### config.mk
export PLATFORM = sky130hd
export DESIGN_NAME = rv_pipe_ctrl
export DESIGN_NICKNAME = d
export VERILOG_FILES = /design/src/rtl/rv_pipe_ctrl_pkg.sv /design/src/rtl/rv_sat_counter.sv /design/src/rtl/rv_pipe_ctrl.sv
export SDC_FILE = /design/constraint.sdc
export NUM_CORES = 1
export LEC_CHECK = 0
export CELL_PAD_IN_SITES_DETAIL_PLACEMENT = 1
export CELL_PAD_IN_SITES_GLOBAL_PLACEMENT = 1
export CORE_MARGIN = 1
export CORE_UTILIZATION = 25
export CTS_BUF_LIST = sky130_fd_sc_hd__clkbuf_2 sky130_fd_sc_hd__clkbuf_4 sky130_fd_sc_hd__clkbuf_8
export DETAILED_ROUTE_END_ITERATION = 12
export GPL_ROUTABILITY_DRIVEN = 0
export PLACE_DENSITY_LB_ADDON = 0.1
export SLEW_MARGIN = 0
export SYNTH_ARGS = -nofsm -noshare
export SYNTH_HDL_FRONTEND = slang
export SYNTH_SLANG_ARGS = --single-unit
### constraint.sdc
create_clock -name i_clk -period 2.3 [get_ports i_clk]
set_input_delay 0.345 -clock i_clk [delete_from_list [all_inputs] [get_ports i_clk]]
set_output_delay 0.345 -clock i_clk [all_outputs]
set_load 0.005 [all_outputs]
### src/rtl/rv_pipe_ctrl_pkg.sv
// Shared constants for the pipeline sequencing controller: FSM state
// encodings, the drain length and the per-stage control bundle.
package rv_pipe_ctrl_pkg;

   localparam logic [1:0] PC_ST_RUN   = 2'd0;
   localparam logic [1:0] PC_ST_DRAIN = 2'd1;
   localparam logic [1:0] PC_ST_HALT  = 2'd2;
   localparam logic [1:0] PC_ST_ERR   = 2'd3;

   // Number of advancing cycles spent in DRAIN before HALT is entered.
   localparam logic [2:0] PC_DRAIN_CYC = 3'd4;

   typedef struct packed {
      logic stallIf;
      logic stallId;
      logic stallEx;
      logic stallMem;
      logic flushId;
      logic flushEx;
      logic bubbleMem;
      logic bubbleWb;
      logic redirect;
   } pc_ctrl_t;

endpackage

### src/rtl/rv_sat_counter.sv
// Saturating up-counter used for the stall and flush performance counters.
module rv_sat_counter #(
   parameter int W = 32
) (
   input  logic         i_clk,
   input  logic         i_rst,
   input  logic         i_inc,
   output logic [W-1:0] o_count
);

   logic [W-1:0] count_q;

   // Count up on each increment request and stick at all-ones.
   always_ff @(posedge i_clk) begin
      if (i_rst) begin
         count_q <= '0;
      end else if (i_inc && (count_q != {W{1'b1}})) begin
         count_q <= count_q + 1'b1;
      end
   end

   assign o_count = count_q;

endmodule

### src/rtl/rv_pipe_ctrl.sv
// Pipeline sequencing controller: merges memory freeze, load-use stall and
// EX-stage branch redirect into per-stage controls, and runs the
// halt/drain/resume FSM, the data-memory watchdog and the perf counters.
module rv_pipe_ctrl
   import rv_pipe_ctrl_pkg::*;
#(
   parameter int CNT_W       = 32,
   parameter int MEM_TIMEOUT = 255
) (
   input  logic             i_clk,
   input  logic             i_rst,
   input  logic             i_pc_load_use,
   input  logic             i_pc_br_taken_ex,
   input  logic             i_pc_dmem_req_mem,
   input  logic             i_pc_dmem_ack,
   input  logic             i_pc_halt_req,
   input  logic             i_pc_resume,
   output logic             o_pc_stall_if,
   output logic             o_pc_stall_id,
   output logic             o_pc_stall_ex,
   output logic             o_pc_stall_mem,
   output logic             o_pc_flush_id,
   output logic             o_pc_flush_ex,
   output logic             o_pc_bubble_mem,
   output logic             o_pc_bubble_wb,
   output logic             o_pc_redirect,
   output logic             o_pc_halted,
   output logic             o_pc_err,
   output logic [CNT_W-1:0] o_pc_stall_cnt,
   output logic [CNT_W-1:0] o_pc_flush_cnt
);

   localparam int WAIT_W = (MEM_TIMEOUT > 2) ? $clog2(MEM_TIMEOUT) : 1;
   localparam logic [WAIT_W-1:0] WAIT_LAST = WAIT_W'(MEM_TIMEOUT - 1);

   logic [1:0]        state_q, state_d;
   logic [2:0]        drain_q, drain_d;
   logic [WAIT_W-1:0] wait_q, wait_d;

   logic     frozen, lu, br, active, advancing, timeout;
   pc_ctrl_t ctrl;

   assign frozen    = i_pc_dmem_req_mem & ~i_pc_dmem_ack;
   assign lu        = i_pc_load_use & ~frozen;
   assign br        = i_pc_br_taken_ex & ~frozen & ~lu;
   assign active    = (state_q == PC_ST_RUN) || (state_q == PC_ST_DRAIN);
   assign advancing = ~frozen & ~lu;
   assign timeout   = frozen && (wait_q == WAIT_LAST);

   // Prioritised per-stage controls: freeze beats load-use beats branch,
   // with DRAIN additionally holding the PC and discarding the IF slot.
   always_comb begin
      ctrl = '0;
      case (state_q)
         PC_ST_RUN, PC_ST_DRAIN: begin
            if (frozen) begin
               ctrl.stallIf  = 1'b1;
               ctrl.stallId  = 1'b1;
               ctrl.stallEx  = 1'b1;
               ctrl.stallMem = 1'b1;
               ctrl.bubbleWb = 1'b1;
            end else if (lu) begin
               ctrl.stallIf   = 1'b1;
               ctrl.stallId   = 1'b1;
               ctrl.stallEx   = 1'b1;
               ctrl.bubbleMem = 1'b1;
            end else if (br) begin
               ctrl.redirect = 1'b1;
               ctrl.flushId  = 1'b1;
               ctrl.flushEx  = 1'b1;
            end
            if (state_q == PC_ST_DRAIN) begin
               ctrl.stallIf = 1'b1;
               ctrl.flushId = 1'b1;
            end
         end
         PC_ST_HALT: begin
            ctrl.stallIf = 1'b1;
            ctrl.flushId = 1'b1;
         end
         default: begin
            ctrl.stallIf  = 1'b1;
            ctrl.stallId  = 1'b1;
            ctrl.stallEx  = 1'b1;
            ctrl.stallMem = 1'b1;
            ctrl.bubbleWb = 1'b1;
         end
      endcase
   end

   // Next-state logic for the FSM, the drain counter and the watchdog.
   always_comb begin
      state_d = state_q;
      drain_d = drain_q;
      wait_d  = '0;
      case (state_q)
         PC_ST_RUN: begin
            if (timeout) begin
               state_d = PC_ST_ERR;
            end else begin
               wait_d = frozen ? wait_q + 1'b1 : '0;
               if (i_pc_halt_req && !frozen) begin
                  state_d = PC_ST_DRAIN;
                  drain_d = '0;
               end
            end
         end
         PC_ST_DRAIN: begin
            if (timeout) begin
               state_d = PC_ST_ERR;
            end else begin
               wait_d = frozen ? wait_q + 1'b1 : '0;
               if (advancing) begin
                  if (drain_q == PC_DRAIN_CYC - 3'd1) begin
                     state_d = PC_ST_HALT;
                     drain_d = '0;
                  end else begin
                     drain_d = drain_q + 3'd1;
                  end
               end
            end
         end
         PC_ST_HALT: begin
            if (i_pc_resume) begin
               state_d = PC_ST_RUN;
            end
         end
         default: begin
            state_d = PC_ST_ERR;
         end
      endcase
   end

   // Register FSM state and its counters; reset returns to RUN.
   always_ff @(posedge i_clk) begin
      if (i_rst) begin
         state_q <= PC_ST_RUN;
         drain_q <= '0;
         wait_q  <= '0;
      end else begin
         state_q <= state_d;
         drain_q <= drain_d;
         wait_q  <= wait_d;
      end
   end

   rv_sat_counter #(.W(CNT_W)) u_stall_cnt (
      .i_clk   (i_clk),
      .i_rst   (i_rst),
      .i_inc   (active & (frozen | lu)),
      .o_count (o_pc_stall_cnt)
   );

   rv_sat_counter #(.W(CNT_W)) u_flush_cnt (
      .i_clk   (i_clk),
      .i_rst   (i_rst),
      .i_inc   (ctrl.redirect),
      .o_count (o_pc_flush_cnt)
   );

   assign o_pc_stall_if   = ctrl.stallIf;
   assign o_pc_stall_id   = ctrl.stallId;
   assign o_pc_stall_ex   = ctrl.stallEx;
   assign o_pc_stall_mem  = ctrl.stallMem;
   assign o_pc_flush_id   = ctrl.flushId;
   assign o_pc_flush_ex   = ctrl.flushEx;
   assign o_pc_bubble_mem = ctrl.bubbleMem;
   assign o_pc_bubble_wb  = ctrl.bubbleWb;
   assign o_pc_redirect   = ctrl.redirect;
   assign o_pc_halted     = (state_q == PC_ST_HALT);
   assign o_pc_err        = (state_q == PC_ST_ERR);

endmodule

## Word-level counts from Yosys, hierarchy flattened

Cells that the tools add are included.

| storage, ports and cells | value |
|---|---|
| flip-flop bits (word level) | 77 |
| bits of input ports | 8 |
| word-level logic and storage cells | 78 |

| cells by class | value |
|---|---|
| add/sub/neg operators | 4 |
| eq/ne operators | 15 |
| multiplexer cells | 31 |
| bitwise operators | 11 |
| reductions and logical operators | 12 |

Operator list:

| kind | count |
|---|---|
| 32-bit by 1-bit adder with 32-bit output, second input constant | 2 |
| 32-bit != test, second input constant | 2 |
| 3-bit 2-to-1 mux | 8 |
| 2-bit 2-to-1 mux | 9 |
| 3-bit one-hot mux with 2 select lines | 2 |
| 1-bit 2-to-1 mux | 9 |
| 8-bit by 1-bit adder with 8-bit output, second input constant | 1 |
| 8-bit equality test, second input constant | 1 |
| 2-bit != test, second input constant | 4 |
| 1-bit AND | 6 |
| 3-bit by 2-bit != test with 1-bit output, second input constant | 2 |
| 2-bit one-hot mux with 3 select lines | 1 |
| 5-bit AND reduction | 1 |
| 2-bit equality test, second input constant | 2 |
| 1-bit logical AND | 4 |
| 1-bit NOT | 4 |
| 1-bit one-hot mux with 2 select lines | 2 |
| 4-bit AND reduction | 1 |
| 4-bit OR reduction | 1 |
| 3-bit by 1-bit adder with 3-bit output, second input constant | 1 |
| 3-bit by 2-bit equality test with 1-bit output, second input constant | 1 |
| 3-bit != test, second input constant | 1 |
| 2-bit by 1-bit equality test with 1-bit output, second input constant | 1 |
| 2-bit logical NOT | 1 |
| other kinds (6) | 6 |

## Logic depth before layout (Yosys ltp)

| depth | value |
|---|---|
| depth in word-level cells | 11 |
| depth in mapped cells | 8 |

## Modules after synthesis

Synthesis repeated with hierarchy kept, for this count alone.

| unflattened totals | value |
|---|---|
| cell total of the unflattened synthesis | 482 |
| area, all modules | 4,149.0 µm² |

Modules (own cells, without submodules):

| module | instances | cells an instance | area each (µm²) | seq. area each (µm²) |
|---|---|---|---|---|
| rv_sat_counter at u_stall_cnt | 1 | 192 | 1,696.6 | 640.6 |
| rv_sat_counter at u_flush_cnt | 1 | 199 | 1,674.1 | 640.6 |
| rv_pipe_ctrl | 1 | 91 | 778.2 | 260.2 |

## Worst setup path before layout

No wires, ideal clock.

| path | value |
|---|---|
| path type | register to register |
| start | register u_stall_cnt.count_q[0] (netlist: u_stall_cnt.o_count[0]) |
| end | register u_stall_cnt.count_q[1] (netlist: u_stall_cnt.o_count[1]) |
| setup time | 128 ps |
| arrival time | 1,994 ps |
| required time | 2,172 ps |
| path slack | 178 ps |
| stages on the path, launching flop included | 9 |
| buffers on the path | 2 |
| period minus slack after synthesis | 2,122 ps |
| cell sequence | dfxtp_1 ha_1 nand4_1 or3_1 o31ai_4 buf_2 buf_4 mux2i_1 nor2_1 |

| between the ends | value |
|---|---|
| cells in the longest elaborated chain, start to end | 2 |
| elaborated cells between the ends (all ways) | 3 |
| those cells by class | add/sub: 1; eq/ne: 1; reduce/logical: 1 |

RTL lines:

| element | RTL line | RTL |
|---|---|---|
| start: declaration | rv_sat_counter.sv:11 | `logic [W-1:0] count_q;` |
| start signal: assignment | rv_sat_counter.sv:18 | `count_q <= count_q + 1'b1;` |
| parallel branches: the longest is 2 deep, another holds 32-bit by 1-bit adder with 32-bit output | n/a |  |

Several ways; the timed one is not identified.
A chain may end at the register's enable or synchronous reset.

## Worst setup path in the final report

| path | value |
|---|---|
| start | input i_pc_dmem_req_mem |
| end | output o_pc_bubble_mem |

| between the ends | value |
|---|---|
| cells in the longest elaborated chain, start to end | 6 |

RTL lines:

| element | RTL line | RTL |
|---|---|---|
| start: declaration | rv_pipe_ctrl.sv:14 | `input logic i_pc_dmem_req_mem,` |
| 1-bit AND * | rv_pipe_ctrl.sv:43 | `assign frozen = i_pc_dmem_req_mem & ~i_pc_dmem_ack;` |
| 1-bit NOT (no line) | n/a |  |
| 1-bit AND | rv_pipe_ctrl.sv:44 | `assign lu = i_pc_load_use & ~frozen;` |
| 1-bit 2-to-1 mux | rv_pipe_ctrl.sv:62 | `end else if (lu) begin` |
| 3-bit 2-to-1 mux * | rv_pipe_ctrl.sv:56 | `if (frozen) begin` |
| 2-bit 2-to-1 mux * | rv_pipe_ctrl.sv:54 | `case (state_q)` |
| end: declaration | rv_pipe_ctrl.sv:24 | `output logic o_pc_bubble_mem,` |

Every way passes the cells marked *; elsewhere a longest branch is shown, timed or not.

==> metrics.md <==
| Metric | Value |
|---|---|
| Initial antenna violation count | `0` |
| Wl on met1 | `6730 um` |
| Initial Util | `0.255` |
| Peak supply drop | `0.242 mV` |
| Cells after synthesis | `487` |
| Worst-margin pin slew | `0.619 ns` |
| Largest net degree at the start of global routing | `26` |
| CP endpoint | `o_pc_bubble_mem` |
| Yosys synthesis warning count | `0` |
| Fin crit period | `2.23 ns` |
| Period utilization | `0.969` |
| Synth Register Bits | `77` |
| Crit end category | `primary output` |
| Relative slew margins | `0.586` |
| Drt pass-1 iters | `4` |
| Worst R2R Path Depth | `6` |
| Util after Layout | `0.374` |
| PortBufs | `82` |
| First-pass GRT wire length | `22,700 um` |
| H-tree Lvls | `3` |
| Starting DRT DRC Count | `237` |
| Area Growth Syn to Fin | `47.0%` |
| Finished Layout Cells | `858` |
| Remaining Overflow, GRT | `0` |
| Vias per inst | `5.11` |
| Critical path arrival | `1.88 ns` |
| Reg-to-Reg End | `u_flush_cnt.o_count[31]` |
| CTS Buffer Depth | `2` |
| Vias | `4,384` |
| Crit. Startpoint | `i_pc_dmem_req_mem` |
| PwrDens | `476 nW/um^2` |
| CTS Root Cell | `clkbuf_8` |
| TritonCTS clock tree | `yes` |
| Final setup fails | `0` |
| Ys flop type | `dfxtp_1` |
| Maxcap violations | `0` |
| Antenna Nets Post-Route | `0` |
| Vias in the first global route | `4,486` |
| Die Y-Extent | `129 um` |
| Placed insts | `840` |
| Final wirelength | `13,600 um` |
| Hold Violations, Final | `0` |
| Number of remaining DRC errors | `0` |
| Clk_lat worst skew | `0.37 ns` |
| Sink Count | `77` |
| FMAX | `449 MHz` |
| Cell row count | `46` |
| Gr usage total | `0.173` |
| Syn Std Cell Area | `4030 sq um` |
| RSZ-0062 raised after global routing | `false` |
| Antenna cells | `0` |
| DR WL met3 | `424 um` |
| Flop2flop setup slack | `0.15 ns` |
| Die Area | `16,600 sq um` |
| EDFF count, synth | `0` |
| Worst Skew | `0.0129 ns` |
| Hold Path Depth | `2` |
| Avg Cell Area, Syn | `8.28 sq um` |
| WL/cell | `15.8 um` |
| Status | `completed` |
| Final Net Count | `650` |
| Top-level I/O count | `83` |
| Critical-path maximum fanout | `4` |
| DIE WIDTH | `129 um` |
| Mapped Nets | `500` |
| Max Used Layer | `met4` |
| Register area share after synthesis | `0.382` |
| Startpoint Class | `input port` |
| DP HPWL | `10,300 um` |
| Worst-path clk slew | `0.09 ns` |
| Hold Crit Class | `in -> reg` |
| Asr flop ratio synth | `0` |
| Fraction of layout cells with a size suffix above 1 | `0.196` |
| CTS Buf Count | `9` |
| Met2 wire len | `6230 um` |
| Synth cell types | `53` |
| Leak | `0.00201 uW` |
| WP data required | `1.96 ns` |
| Area of the core | `15,800 sq um` |
| Crit Path Class | `in -> out` |
| Worst R2R Start | `u_flush_cnt.o_count[5]` |
| Slew Limit Fails | `0` |
## synthesized netlist by cell type (all sizes together) (2+ instances only)
cell     n  area share
o21a     4      0.0075
a211oi   6       0.011
nor4     9       0.018
nand2   28       0.026
and3     5      0.0078
nor2b    9       0.014
nand4   21       0.034
o31ai   26       0.052
or4     26       0.048
and4    11       0.025
xor2     4      0.0087
nor3b    3      0.0056
mux2     6       0.017
or2      2      0.0031
o21ai   25       0.031
nand3   28       0.038
ha       5       0.016
xnor2    3      0.0065
clkbuf  18       0.017
dfxtp   77        0.38
inv     12       0.011
mux2i    3      0.0075
or3     23       0.036
nand2b   4      0.0062
o31a     3      0.0065
nor2    38       0.035
a21oi   51       0.063
buf     12       0.017
o41ai    3      0.0065
nor3     7      0.0087
a31oi    2      0.0031
## worst max-delay path: stages
cell,delay [ns]
clkdlybuf4s50_1,0.46
nor2b_2,0.19
buf_4,0.14
nor3_1,0.19
clkdlybuf4s50_1,0.55
## flip-flops by register name, indices dropped and copies added (netlist names)
signal	flops
u_flush_cnt.o_count	32
state_q	2
wait_q	8
u_stall_cnt.o_count	32
drain_q	3
## per-stage QoR
stage	instance area, sq um	TNS [ns]	hold WS [ns]	worst slack [ns]	total power [uW]
finish	5920	0	0.450	0.0709	2820
global route	5920	0	0.477	0.00238	2950
CTS	5900	-0.0293	0.435	-0.0164	2870
detailed placement	5630	-6.89	0.459	-0.268	1630
global placement	5630	-5.26	0.440	-0.194	1620
floorplan	4030	0	0.430	0.178	1500
## placed cells by master (no fill, tap or decap), drive strengths merged, types with 4 or more instances in the layout
cell type      instances
a211oi                 6
a21oi                 51
and3                   5
and4                  11
buf                   88
clkbuf                12
clkdlybuf4s50         81
dfxtp                 77
ha                     5
inv                   12
mux2                   6
nand2                 28
nand2b                 4
nand3                 28
nand4                 21
nor2                  38
nor2b                  9
nor3                   7
nor4                   9
o21a                   4
o21ai                 25
o31ai                 26
or3                   23
or4                   26
xor2                   4
## how the worst min path moves through the flow
stage	start	endpoint
finish	i_rst	u_flush_cnt.o_count[14]
global route	i_rst	u_flush_cnt.o_count[15]
CTS	i_rst	u_flush_cnt.o_count[17]
detailed placement	wait_q[0]	wait_q[0]
global placement	wait_q[0]	wait_q[0]
floorplan	wait_q[0]	wait_q[0]
## metal layers
layer / up-vias / global-route usage
met5: - / 0
met4: 0 / 0.0602
met3: 11 / 0.0262
met2: 65 / 0.280
met1: 2158 / 0.234
li1: 2150 / -
## cell type report
class	instances	area (sq um)
multi-input cells	367	2330
fillers	1878	9900
well taps	216	270
inverters	13	52.6
repair buffers	169	1500
clock inverters	4	70.1
clock buffers	12	159
flip-flops and latches	77	1540
## power by group
part | leakage (uW) | switching (uW) | internal (uW) | total (uW)
clock | 0.000120 | 533 | 680 | 1210
combinational | 0.00127 | 128 | 122 | 250
sequential | 0.000621 | 13.3 | 1340 | 1360
total | 0.00201 | 674 | 2150 | 2820
## cell families after synthesis
logic type,synth area share
and+or+nand+nor,0.328
buffers and inverters,0.0459
DFF,0.382
muxes,0.0242
xor gates and xnor gates,0.0152
adders and majority gates,0.0155
AOI/OAI and AO/OA,0.189
## timing repair
item	CTS	global route
setup buffers	2	0
resized for setup	3	7
hold buffers	0	0
endpoints found under the setup margin	17	10
pin swaps	1	0
gates cloned	0	0
(Power assumes the default switching activity.)
